### src/rtl/imem_loader_pkg.sv
// loader_pkg: state encoding and frame sync byte shared by the imem loader files
package loader_pkg;
  typedef enum logic [2:0] {IDLE, LEN, DATA, CHK, DONE, ERR} state_t;
  localparam logic [7:0] SYNC_BYTE = 8'hA5;
endpackage

### src/rtl/imem_loader_rx_timeout.sv
// rx_timeout: inter-byte gap counter (clear, enable in; expired out when the gap would reach TIMEOUT-1)
module rx_timeout #(
  parameter int TIMEOUT = 1_000_000,
  parameter int TO_W = 20
) (
  input  logic clk,
  input  logic rst,
  input  logic clear,
  input  logic enable,
  output logic expired
);
  logic [TO_W-1:0] cnt;
  always_ff @(posedge clk or negedge rst)
    if (!rst) cnt <= '0;
    else cnt <= (clear || !enable) ? '0 : cnt + TO_W'(1);
  assign expired = enable && !clear && cnt == TO_W'(TIMEOUT - 2);
endmodule

### src/rtl/imem_loader.sv
// imem_loader: UART frame -> imem word writes, then releases cpu_hold and maps pc onto im_addr
module imem_loader
  import loader_pkg::*;
#(
  parameter int ADDR_W = 10,
  parameter int TIMEOUT = 1_000_000,
  parameter int TO_W = 20
) (
  input  logic              clk,
  input  logic              rst,
  input  logic              rx_valid,
  input  logic [7:0]        rx_data,
  input  logic              reload,
  input  logic [31:0]       pc,
  output logic [ADDR_W-1:0] im_addr,
  output logic              im_we,
  output logic [31:0]       im_wdata,
  output logic              cpu_hold,
  output logic              busy,
  output logic              err,
  output logic [ADDR_W:0]   words_loaded
);
  state_t state, nx;
  logic [15:0] len, n;
  logic [1:0] lane;
  logic [23:0] word;
  logic [7:0] chk;
  logic tmo, take, bad_len, last_word, unused;
  assign unused = ^{pc[31:ADDR_W+2], pc[1:0]};
  assign take = rx_valid && !reload;
  assign n = {rx_data, len[7:0]};
  assign bad_len = n == '0 || {1'b0, n} > (17'd1 << ADDR_W);
  // words_loaded has already absorbed the previous word's write by the time the next word completes
  assign last_word = lane == 2'd3 && len == 16'(words_loaded) + 16'd1;
  assign im_addr = im_we ? words_loaded[ADDR_W-1:0] : state == DONE ? pc[ADDR_W+1:2] : '0;
  rx_timeout #(.TIMEOUT(TIMEOUT), .TO_W(TO_W)) u_to (
    .clk(clk), .rst(rst), .clear(rx_valid), .enable(busy), .expired(tmo)
  );
  always_comb begin
    nx = state;
    if (reload) nx = IDLE;
    else if (tmo) nx = ERR;
    else if (rx_valid)
      case (state)
        IDLE:    nx = rx_data == SYNC_BYTE ? LEN : IDLE;
        LEN:     nx = !lane[0] ? LEN : bad_len ? ERR : DATA;
        DATA:    nx = last_word ? CHK : DATA;
        CHK:     nx = rx_data == chk ? DONE : ERR;
        default: nx = state;
      endcase
  end
  always_ff @(posedge clk or negedge rst)
    if (!rst) begin
      state <= IDLE;
      cpu_hold <= 1'b1;
      busy <= 1'b0;
      err <= 1'b0;
      im_we <= 1'b0;
      im_wdata <= '0;
      words_loaded <= '0;
      len <= '0;
      lane <= '0;
      word <= '0;
      chk <= '0;
    end else begin
      state <= nx;
      cpu_hold <= nx != DONE;
      busy <= nx inside {LEN, DATA, CHK};
      err <= nx == ERR;
      im_we <= take && state == DATA && lane == 2'd3;
      if (im_we) words_loaded <= words_loaded + 1'b1;
      if (take && state == IDLE && rx_data == SYNC_BYTE) begin
        chk <= '0;
        lane <= '0;
        words_loaded <= '0;
      end
      if (take && state == LEN) begin
        chk <= chk ^ rx_data;
        lane <= {1'b0, ~lane[0]};
        len <= lane[0] ? n : {8'h00, rx_data};
      end
      if (take && state == DATA) begin
        chk <= chk ^ rx_data;
        lane <= lane + 2'd1;
        word <= {lane == 2'd2 ? rx_data : word[23:16],
                 lane == 2'd1 ? rx_data : word[15:8],
                 lane == 2'd0 ? rx_data : word[7:0]};
        if (lane == 2'd3) im_wdata <= {rx_data, word};
      end
    end
endmodule

### config.mk
export PLATFORM = sky130hd
export DESIGN_NAME = imem_loader
export DESIGN_NICKNAME = d
export VERILOG_FILES = /design/src/rtl/imem_loader_pkg.sv /design/src/rtl/imem_loader_rx_timeout.sv /design/src/rtl/imem_loader.sv
export SDC_FILE = /design/constraint.sdc
export NUM_CORES = 1
export LEC_CHECK = 0
export CAP_MARGIN = 20
export CORE_UTILIZATION = 29
export DETAILED_ROUTE_END_ITERATION = 10
export GPL_ROUTABILITY_DRIVEN = 1
export GPL_TIMING_DRIVEN = 0
export HOLD_SLACK_MARGIN = 0.12
export PLACE_DENSITY_LB_ADDON = 0.2
export SYNTH_ARGS = -nofsm -noshare
export SYNTH_HDL_FRONTEND = slang
export SYNTH_SLANG_ARGS = --single-unit
### constraint.sdc
create_clock -name clk -period 4.32 [get_ports clk]
set_input_delay 1.296 -clock clk [delete_from_list [all_inputs] [get_ports clk]]
set_output_delay 1.296 -clock clk [all_outputs]
set_load 0.01 [all_outputs]
==> impl_results.rst, run 1 <==
.. list-table::
   :header-rows: 1

   * - Metric
     - Value
   * - Diode insertion count for antenna repair
     - 0
   * - Number of CTS-inserted buffers
     - 17
   * - CP Class
     - reg -> out
   * - Class of the most critical hold timing path
     - reg -> reg
   * - Clock-pin slew of the registers on the worst-case setup and hold paths
     - 0.06 ns
   * - Crit-path slowest cell
     - sky130_fd_sc_hd__nor4b_2
   * - Clock latency reported for the late side of the worst-skew pair
     - 0.42 ns
   * - Maximum vdd drop
     - 0.262 mV
   * - Ys flop type
     - sky130_fd_sc_hd__dfrtp_1
   * - Area growth from synthesis to layout
     - 29.2%
   * - Count of distinct cell types in the synthesized netlist
     - 60
   * - Count of buffers inserted at the top-level ports
     - 75
   * - Critical path data arrival time
     - 2.67 ns
   * - Internal power contribution
     - between 0.002 and 0.0025 W
   * - Area of the core
     - between 15000 and 20000 sq um
   * - Antenna violations before repair
     - 0
   * - Switching pwr
     - just over 0.0007 W
   * - Number of vias per cell after detailed routing
     - 4.77
   * - Number of global-route vias before repair
     - 4405
   * - Global placer's final weighted congestion
     - 0.825
   * - Die height
     - between 100 and 150 um
   * - All-Layer GR Usage
     - 0.152
   * - Total buffers and inverters traversed by the critical path
     - 2
   * - Relative slew margins
     - 0.384
   * - Maximum buffer depth of the clock tree
     - 2
   * - Number of vias in the routed layout
     - 4278
   * - Filler Cells Inserted
     - 1916
   * - Hold buffer count at CTS
     - 0
   * - Pin slew with the least headroom to its limit
     - 0.922 ns
   * - Switching part of the total power
     - 0.257
   * - CP max FO
     - 10
   * - Overall Power
     - 0.00276 W
   * - Share of synthesized flip-flops with an asynchronous set or reset
     - 1.00
   * - Status
     - finished clean
   * - P per Cell Area
     - 372 nW/um^2
   * - Antenna Violating Nets Remaining
     - 0
   * - Site Rows
     - 51
   * - Mapped Cells
     - around 520
   * - Most frequent cells in the layout
     - sky130_fd_sc_hd__dfrtp_1, sky130_fd_sc_hd__clkdlybuf4s50_1, sky130_fd_sc_hd__nand2_1, sky130_fd_sc_hd__mux2_2, sky130_fd_sc_hd__nor2_1
   * - Yosys warns
     - 0
   * - Wire length of the first global-routing pass
     - 23500 um
   * - Setup repair after global routing missed its margin
     - no
   * - Cell count after placement
     - ~860
   * - Ratio of cells with drive above 1 in the final layout
     - 0.185
   * - Post-route clock period utilization
     - 0.918
   * - Post-route non-filler standard cell count
     - 896
   * - DRC viols
     - 0
   * - Synthesized netlist net count
     - 574
   * - Sequential cell area fraction in the yosys report
     - 0.523
   * - Overall overflow remaining after global route
     - 0
   * - Resize count post-CTS
     - 0
   * - Netlist Area Pre-Place
     - about 5700 sq um
   * - Initial DRC count
     - roughly 180
   * - Most common library cell in the layout ignoring fill and taps
     - sky130_fd_sc_hd__dfrtp_1
   * - Area of all sequential standard cells
     - around 3000 sq um
   * - Maximum number of pins on one net before global-route repair
     - 70
   * - Clock tree from TritonCTS
     - yes
   * - Cell class contributing the biggest share of worst-path delay
     - simple AND/OR/NAND/NOR gates
   * - Type of element launching the critical path
     - flop
   * - Count of final setup violators
     - 0
   * - Pins over their slew limit
     - 0
   * - Maximum Capacitance Violations
     - 0
   * - Number of synthesized flops with an enable pin
     - 0
   * - Total count of hold-check failures in the final report
     - 0
   * - Clk_skew
     - 0.00775 ns
   * - Post-layout minimum cycle time
     - 3.97 ns
   * - Share of total power in the clock network
     - 0.489
   * - Portion of total power attributed to sequential cells
     - 0.425
   * - Post-Synthesis Mean Instance Area
     - 11.0 sq um
   * - Die width
     - 143 um
   * - Kind of capture point of the worst setup path
     - output port
   * - Synth Register Bits
     - 120
   * - Count of clock tree sinks
     - 120
   * - Worst path cell trace
     - clkbuf_1 -> nor4b_2 -> a22o_1 -> clkdlybuf4s50_1
   * - Routed WL per cell
     - 15.6 um
   * - Layout net count
     - 669
   * - DPL Wire Length
     - 9740 um
   * - Slowest cell delay on critical path
     - 0.82 ns
   * - Required time worst endpoint
     - 3.02 ns
   * - Peak clock frequency supported by timing
     - 0.252 GHz
   * - Buffers inserted during post-CTS setup optimization
     - 0
   * - Leakage power total
     - 3.21 nW
   * - Number of H-tree levels
     - 4
   * - Number of primary I/O pins
     - about 100
   * - Sum of routed wire length over all layers
     - 14000 um
   * - Die area
     - 20400 sq um
   * - DRT Pass-1 Iters
     - 4
   * - Combinational share of power
     - 0.086
   * - Root Buffer
     - sky130_fd_sc_hd__clkbuf_16
   * - Total area of multi-input combinational cells
     - 2540 sq um
   * - Effective utilization at floorplan
     - 0.295
[worst reg2reg max path, cell delays in order (launching register included)]
cell	delay, ns
sky130_fd_sc_hd__dfrtp_1	0.33
sky130_fd_sc_hd__clkbuf_1	0.29
sky130_fd_sc_hd__inv_1	0.14
sky130_fd_sc_hd__nor4_2	0.55
sky130_fd_sc_hd__nand2_1	0.35
sky130_fd_sc_hd__clkbuf_1	0.37
sky130_fd_sc_hd__mux2_2	0.37
[per-stage QoR]
| step | setup TNS, ns | utilization | instance area [sq um] | hold WS [ns] | setup WS, ns |
|---|---|---|---|---|---|
| floorplan | 0 | - | 5740 | 0.446 | 1.30 |
| global placement | -317.80 | 0.351 | 6830 | 0.456 | -2.67 |
| detailed placement | 0 | 0.352 | 6850 | 0.472 | 0.435 |
| CTS | 0 | 0.381 | 7420 | 0.485 | 0.256 |
| global route | 0 | 0.381 | 7420 | 0.514 | 0.0485 |
| finish | 0 | 0.381 | 7420 | 0.481 | 0.352 |
[synthesized netlist by cell type (all sizes together), types with 6 or more instances]
library cell  instances  share of area
dfrtp               119           0.52
mux2                 59           0.12
nand2                59          0.039
nor2                 43          0.028
o21ai                33          0.029
xor2                 31          0.047
clkbuf               23          0.015
nand4                16          0.017
xnor2                14          0.021
nand3                12          0.010
inv                  11         0.0072
a22o                  9          0.014
buf                   9          0.013
ha                    7          0.015
nor4                  7         0.0098
a21oi                 6         0.0059
nor3                  6         0.0052
[cells by family (layout without fill, tap and decap cells)]
group                    Yosys count  after routing  share of synthesized area
multiplexers                      61             61                      0.119
buffers and inverters             43            151                     0.0353
adder cells (fa/ha/maj)            7              7                     0.0152
XOR/XNOR                          45             45                     0.0686
AO/OA/AOI/OAI                     68             68                     0.0806
AND/OR/NAND/NOR                  179            179                      0.158
flip-flops                       120            120                      0.523
[power groups by stage]
stage               clock network, W  logic [W]  registers [W]
floorplan                          0   0.000129        0.00119
global placement                   0   0.000233        0.00119
detailed placement                 0   0.000240        0.00119
CTS                          0.00139   0.000241        0.00117
global route                 0.00144   0.000266        0.00118
finish                       0.00135   0.000237        0.00117
[routing by layer]
layer	share of wire	track usage	up-vias
li1	-	-	2034
met1	0.46	0.196	2143
met2	0.47	0.241	88
met3	0.049	0.0473	13
met4	0.013	0.0509	0
met5	0	0	-
[flip-flops by register name, summed over array words and instances (netlist names), 2 cells and up]
register      count
word             24
words_loaded     11
state             3
chk               8
len              16
u_to.cnt         20
lane              2
im_wdata         32
[path summary, 6_finish.rpt]
path | start | to | slack [ns] | cells past startpoint
min | u_to.cnt[0] | u_to.cnt[0] | 0.48 | 1
min reg2reg | u_to.cnt[0] | u_to.cnt[0] | 0.48 | 1
min in group asynchronous | rst | im_wdata[7] | 0.83 | 1
max in group asynchronous | rst | chk[5] | 2.77 | 2
max | im_we | im_addr[1] | 0.35 | 4
max reg2reg | state[1] | im_wdata[21] | 1.80 | 6
[cell type report]
class	instances	area share
Timing Repair Buffer	76	0.105
Buffer	32	0.0217
Tap cell	265	0.0447
Sequential cell	120	0.405
Clock inverter	15	0.0192
Multi-Input combinational cell	360	0.342
Clock buffer	17	0.0573
Inverter	11	0.00556
(Power assumes the default switching activity.)
==> inputs of run 2 (changes only) <==
- PLACE_DENSITY_LB_ADDON: 0.2 -> default
==> impl_results.rst, run 2 (same netlist as run 1, synthesis figures left out) <==
.. list-table::
   :header-rows: 1

   * - Metric
     - Value
   * - Overall overflow remaining after global route
     - 0 (unchanged)
   * - Wire length of the first global-routing pass
     - 23400 um (was 23500 um)
   * - Number of global-route vias before repair
     - 4372 (was 4405)
   * - Post-layout minimum cycle time
     - 3.93 ns (was 3.97 ns)
   * - Die area
     - 20400 sq um (unchanged)
   * - Routed metal-1 wirelength
     - 6420 um (was 6480 um)
   * - Count of clock tree sinks
     - 120 (unchanged)
   * - Leakage power total
     - 3.27 nW (was 3.21 nW)
   * - Portion of total power attributed to sequential cells
     - 0.394 (was 0.425)
   * - Number of vias per cell after detailed routing
     - 4.74 (was 4.77)
   * - Slowest cell delay on critical path
     - 0.81 ns (was 0.82 ns)
   * - DRT Pass-1 Iters
     - 4 (unchanged)
   * - DRC viols
     - 0 (unchanged)
   * - Peak clock frequency supported by timing
     - 0.254 GHz (was 0.252 GHz)
   * - Root Buffer
     - sky130_fd_sc_hd__clkbuf_16 (unchanged)
   * - Buffers inserted during post-CTS setup optimization
     - 0 (unchanged)
   * - Met2 wire length
     - 6780 um (was 6650 um)
   * - Kind of capture point of the worst setup path
     - output port (unchanged)
   * - Antenna Violating Nets Remaining
     - 0 (unchanged)
   * - Pin slew with the least headroom to its limit
     - 0.895 ns (was 0.922 ns)
   * - Maximum Capacitance Violations
     - 0 (unchanged)
   * - Clock latency reported for the late side of the worst-skew pair
     - 0.42 ns (about the same)
   * - Worst setup slack after placement
     - 0.426 ns (was 0.435 ns)
   * - Cell count after placement
     - 864 (unchanged)
   * - Clk_skew
     - 0.00411 ns (was 0.00775 ns)
   * - Post-route non-filler standard cell count
     - 896 (unchanged)
   * - Relative slew margins
     - 0.402 (was 0.384)
   * - Global placer's final weighted congestion
     - 0.901 (was 0.825)
   * - Routed WL per cell
     - 15.6 um (about the same)
   * - DPL Wire Length
     - 9630 um (was 9740 um)
   * - Initial DRC count
     - 275 (was 184)
   * - Clock tree from TritonCTS
     - yes (unchanged)
   * - Class of the most critical hold timing path
     - reg -> reg (unchanged)
   * - Final core utilization
     - 0.386 (was 0.381)
   * - Diode insertion count for antenna repair
     - 0 (unchanged)
   * - Count of buffers inserted at the top-level ports
     - 75 (unchanged)
   * - Worst hold slack
     - 0.475 ns (was 0.481 ns)
   * - Setup Total Neg Slack
     - 0 ns (unchanged)
   * - Number of flip-flops in the largest register
     - 32 (unchanged)
   * - Maximum number of pins on one net before global-route repair
     - 69 (was 70)
   * - Clock-pin slew of the registers on the worst-case setup and hold paths
     - 0.05 ns (was 0.06 ns)
   * - Combinational share of power
     - 0.081 (was 0.086)
   * - Ratio of cells with drive above 1 in the final layout
     - 0.181 (was 0.185)
   * - Setup repair after global routing missed its margin
     - no (unchanged)
   * - P per Cell Area
     - 396 nW/um^2 (was 372 nW/um^2)
   * - All-Layer GR Usage
     - 0.151 (was 0.152)
   * - Number of H-tree levels
     - 4 (unchanged)
   * - Layout net count
     - 669 (unchanged)
   * - Share of total power in the clock network
     - 0.525 (was 0.489)
   * - Status
     - finished clean (unchanged)
   * - Die width
     - 143 um (unchanged)
   * - Number of primary I/O pins
     - 101 (unchanged)
   * - Resize count post-CTS
     - 0 (unchanged)
   * - Hold buffer count at CTS
     - 0 (unchanged)
   * - Effective utilization at floorplan
     - 0.295 (unchanged)
   * - Uppermost routed layer
     - met4 (unchanged)
   * - Switching part of the total power
     - 0.216 (was 0.257)
   * - Type of element launching the critical path
     - flop (unchanged)
   * - Required time worst endpoint
     - 3.02 ns (about the same)
   * - Area of the core
     - 19500 sq um (unchanged)
   * - Filler Cells Inserted
     - 1897 (was 1916)
   * - Top register by number of flip-flops
     - im_wdata (unchanged)
   * - Maximum vdd drop
     - 0.270 mV (was 0.262 mV)
   * - Worst path cell trace
     - clkbuf_1 -> nor4b_2 -> a22o_1 -> clkdlybuf4s50_1 (unchanged)
   * - Internal power contribution
     - 0.00233 W (was 0.00205 W)
   * - Met3 wirelength from detailed routing
     - 615 um (was 691 um)
   * - Area growth from synthesis to layout
     - 30.8% (was 29.2%)
   * - Post-route clock period utilization
     - 0.910 (was 0.918)
   * - Sum of routed wire length over all layers
     - 14000 um (about the same)
   * - Maximum buffer depth of the clock tree
     - 2 (unchanged)
   * - Count of final setup violators
     - 0 (unchanged)
   * - Registers with the most flip-flops
     - im_wdata (32), word (24), u_to.cnt (20) (unchanged)
   * - Critical path data arrival time
     - 2.63 ns (was 2.67 ns)
   * - Most frequent cells in the layout
     - sky130_fd_sc_hd__dfrtp_1, sky130_fd_sc_hd__clkdlybuf4s50_1, sky130_fd_sc_hd__nand2_1, sky130_fd_sc_hd__mux2_2, sky130_fd_sc_hd__nor2_1 (unchanged)
   * - Antenna violations before repair
     - 0 (unchanged)
   * - CP max FO
     - 10 (unchanged)
   * - Number of vias in the routed layout
     - 4246 (was 4278)
   * - Pins over their slew limit
     - 0 (unchanged)
   * - Most common library cell in the layout ignoring fill and taps
     - sky130_fd_sc_hd__dfrtp_1 (unchanged)
   * - CP Class
     - reg -> out (unchanged)
   * - Switching pwr
     - 0.000644 W (was 0.000709 W)
   * - Total count of hold-check failures in the final report
     - 0 (unchanged)
   * - Die height
     - 143 um (unchanged)
   * - Number of CTS-inserted buffers
     - 17 (unchanged)
   * - Worst Setup Slack, final
     - 0.391 ns (was 0.352 ns)
   * - Crit-path slowest cell
     - sky130_fd_sc_hd__nor4b_2 (unchanged)
   * - Site Rows
     - 51 (unchanged)
## run 2: cell count changes in the layout (fill, tap and decap cells not counted), sizes merged
cell	previous run	this run
clkbuf	40	47
clkinvlp	5	0
inv	16	11
bufinv	1	5
clkinv	4	3
## run 2: layout make-up
class | count | area, sq um | area share
clock inverters | 8 | 165 | 0.0220
well taps | 265 | 332 | 0.0441
repair buffers | 76 | 779 | 0.104
clock buffers | 24 | 492 | 0.0655
inverters | 11 | 41.3 | 0.00550
multi-input cells | 360 | 2540 | 0.338
plain buffers | 32 | 161 | 0.0215
flip-flops and latches | 120 | 3000 | 0.400
## run 2: metrics by stage
stage / total power (W) / cell area, sq um
3_3_place_gp: 0.00142 / 6830
4_1_cts: 0.00301 / 7510
3_5_place_dp: 0.00143 / 6850
5_1_grt: 0.00309 / 7510
6_report: 0.00298 / 7510
2_1_floorplan: 0.00132 / 5740
## run 2: final timing paths
check | start | endpoint | slack, ns | cells after the start
max in group asynchronous | rst | cpu_hold | 2.74 | 2
worst max-delay path | im_we | im_addr[1] | 0.39 | 4
worst min-delay path | u_to.cnt[0] | u_to.cnt[0] | 0.48 | 1
min in group asynchronous | rst | im_wdata[7] | 0.83 | 1
worst max register to register | state[1] | im_wdata[11] | 1.76 | 6
worst min register to register | u_to.cnt[0] | u_to.cnt[0] | 0.48 | 1
## run 2: metal layers
| metal | GRT usage | vias to the layer above |
|---|---|---|
| li1 | - | 2021 |
| met1 | 0.193 | 2128 |
| met2 | 0.247 | 83 |
| met3 | 0.0412 | 14 |
| met4 | 0.0458 | 0 |
| met5 | 0 | - |
## run 2: power groups by stage
stage	Combinational (W)	Sequential (W)	Clock (W)
after detailed placement	0.000240	0.00119	0
after CTS	0.000242	0.00117	0.00159
after floorplan	0.000129	0.00119	0
after global routing	0.000269	0.00118	0.00165
after global placement	0.000229	0.00119	0
final	0.000240	0.00117	0.00156
## run 2: critical path: cells and delay by family, from the launching register on
family	cells	cell delay, ns
buffers and inverters	2	0.78
AOI/OAI and AO/OA	1	0.24
and+or+nand+nor	1	0.81
DFF	1	0.38
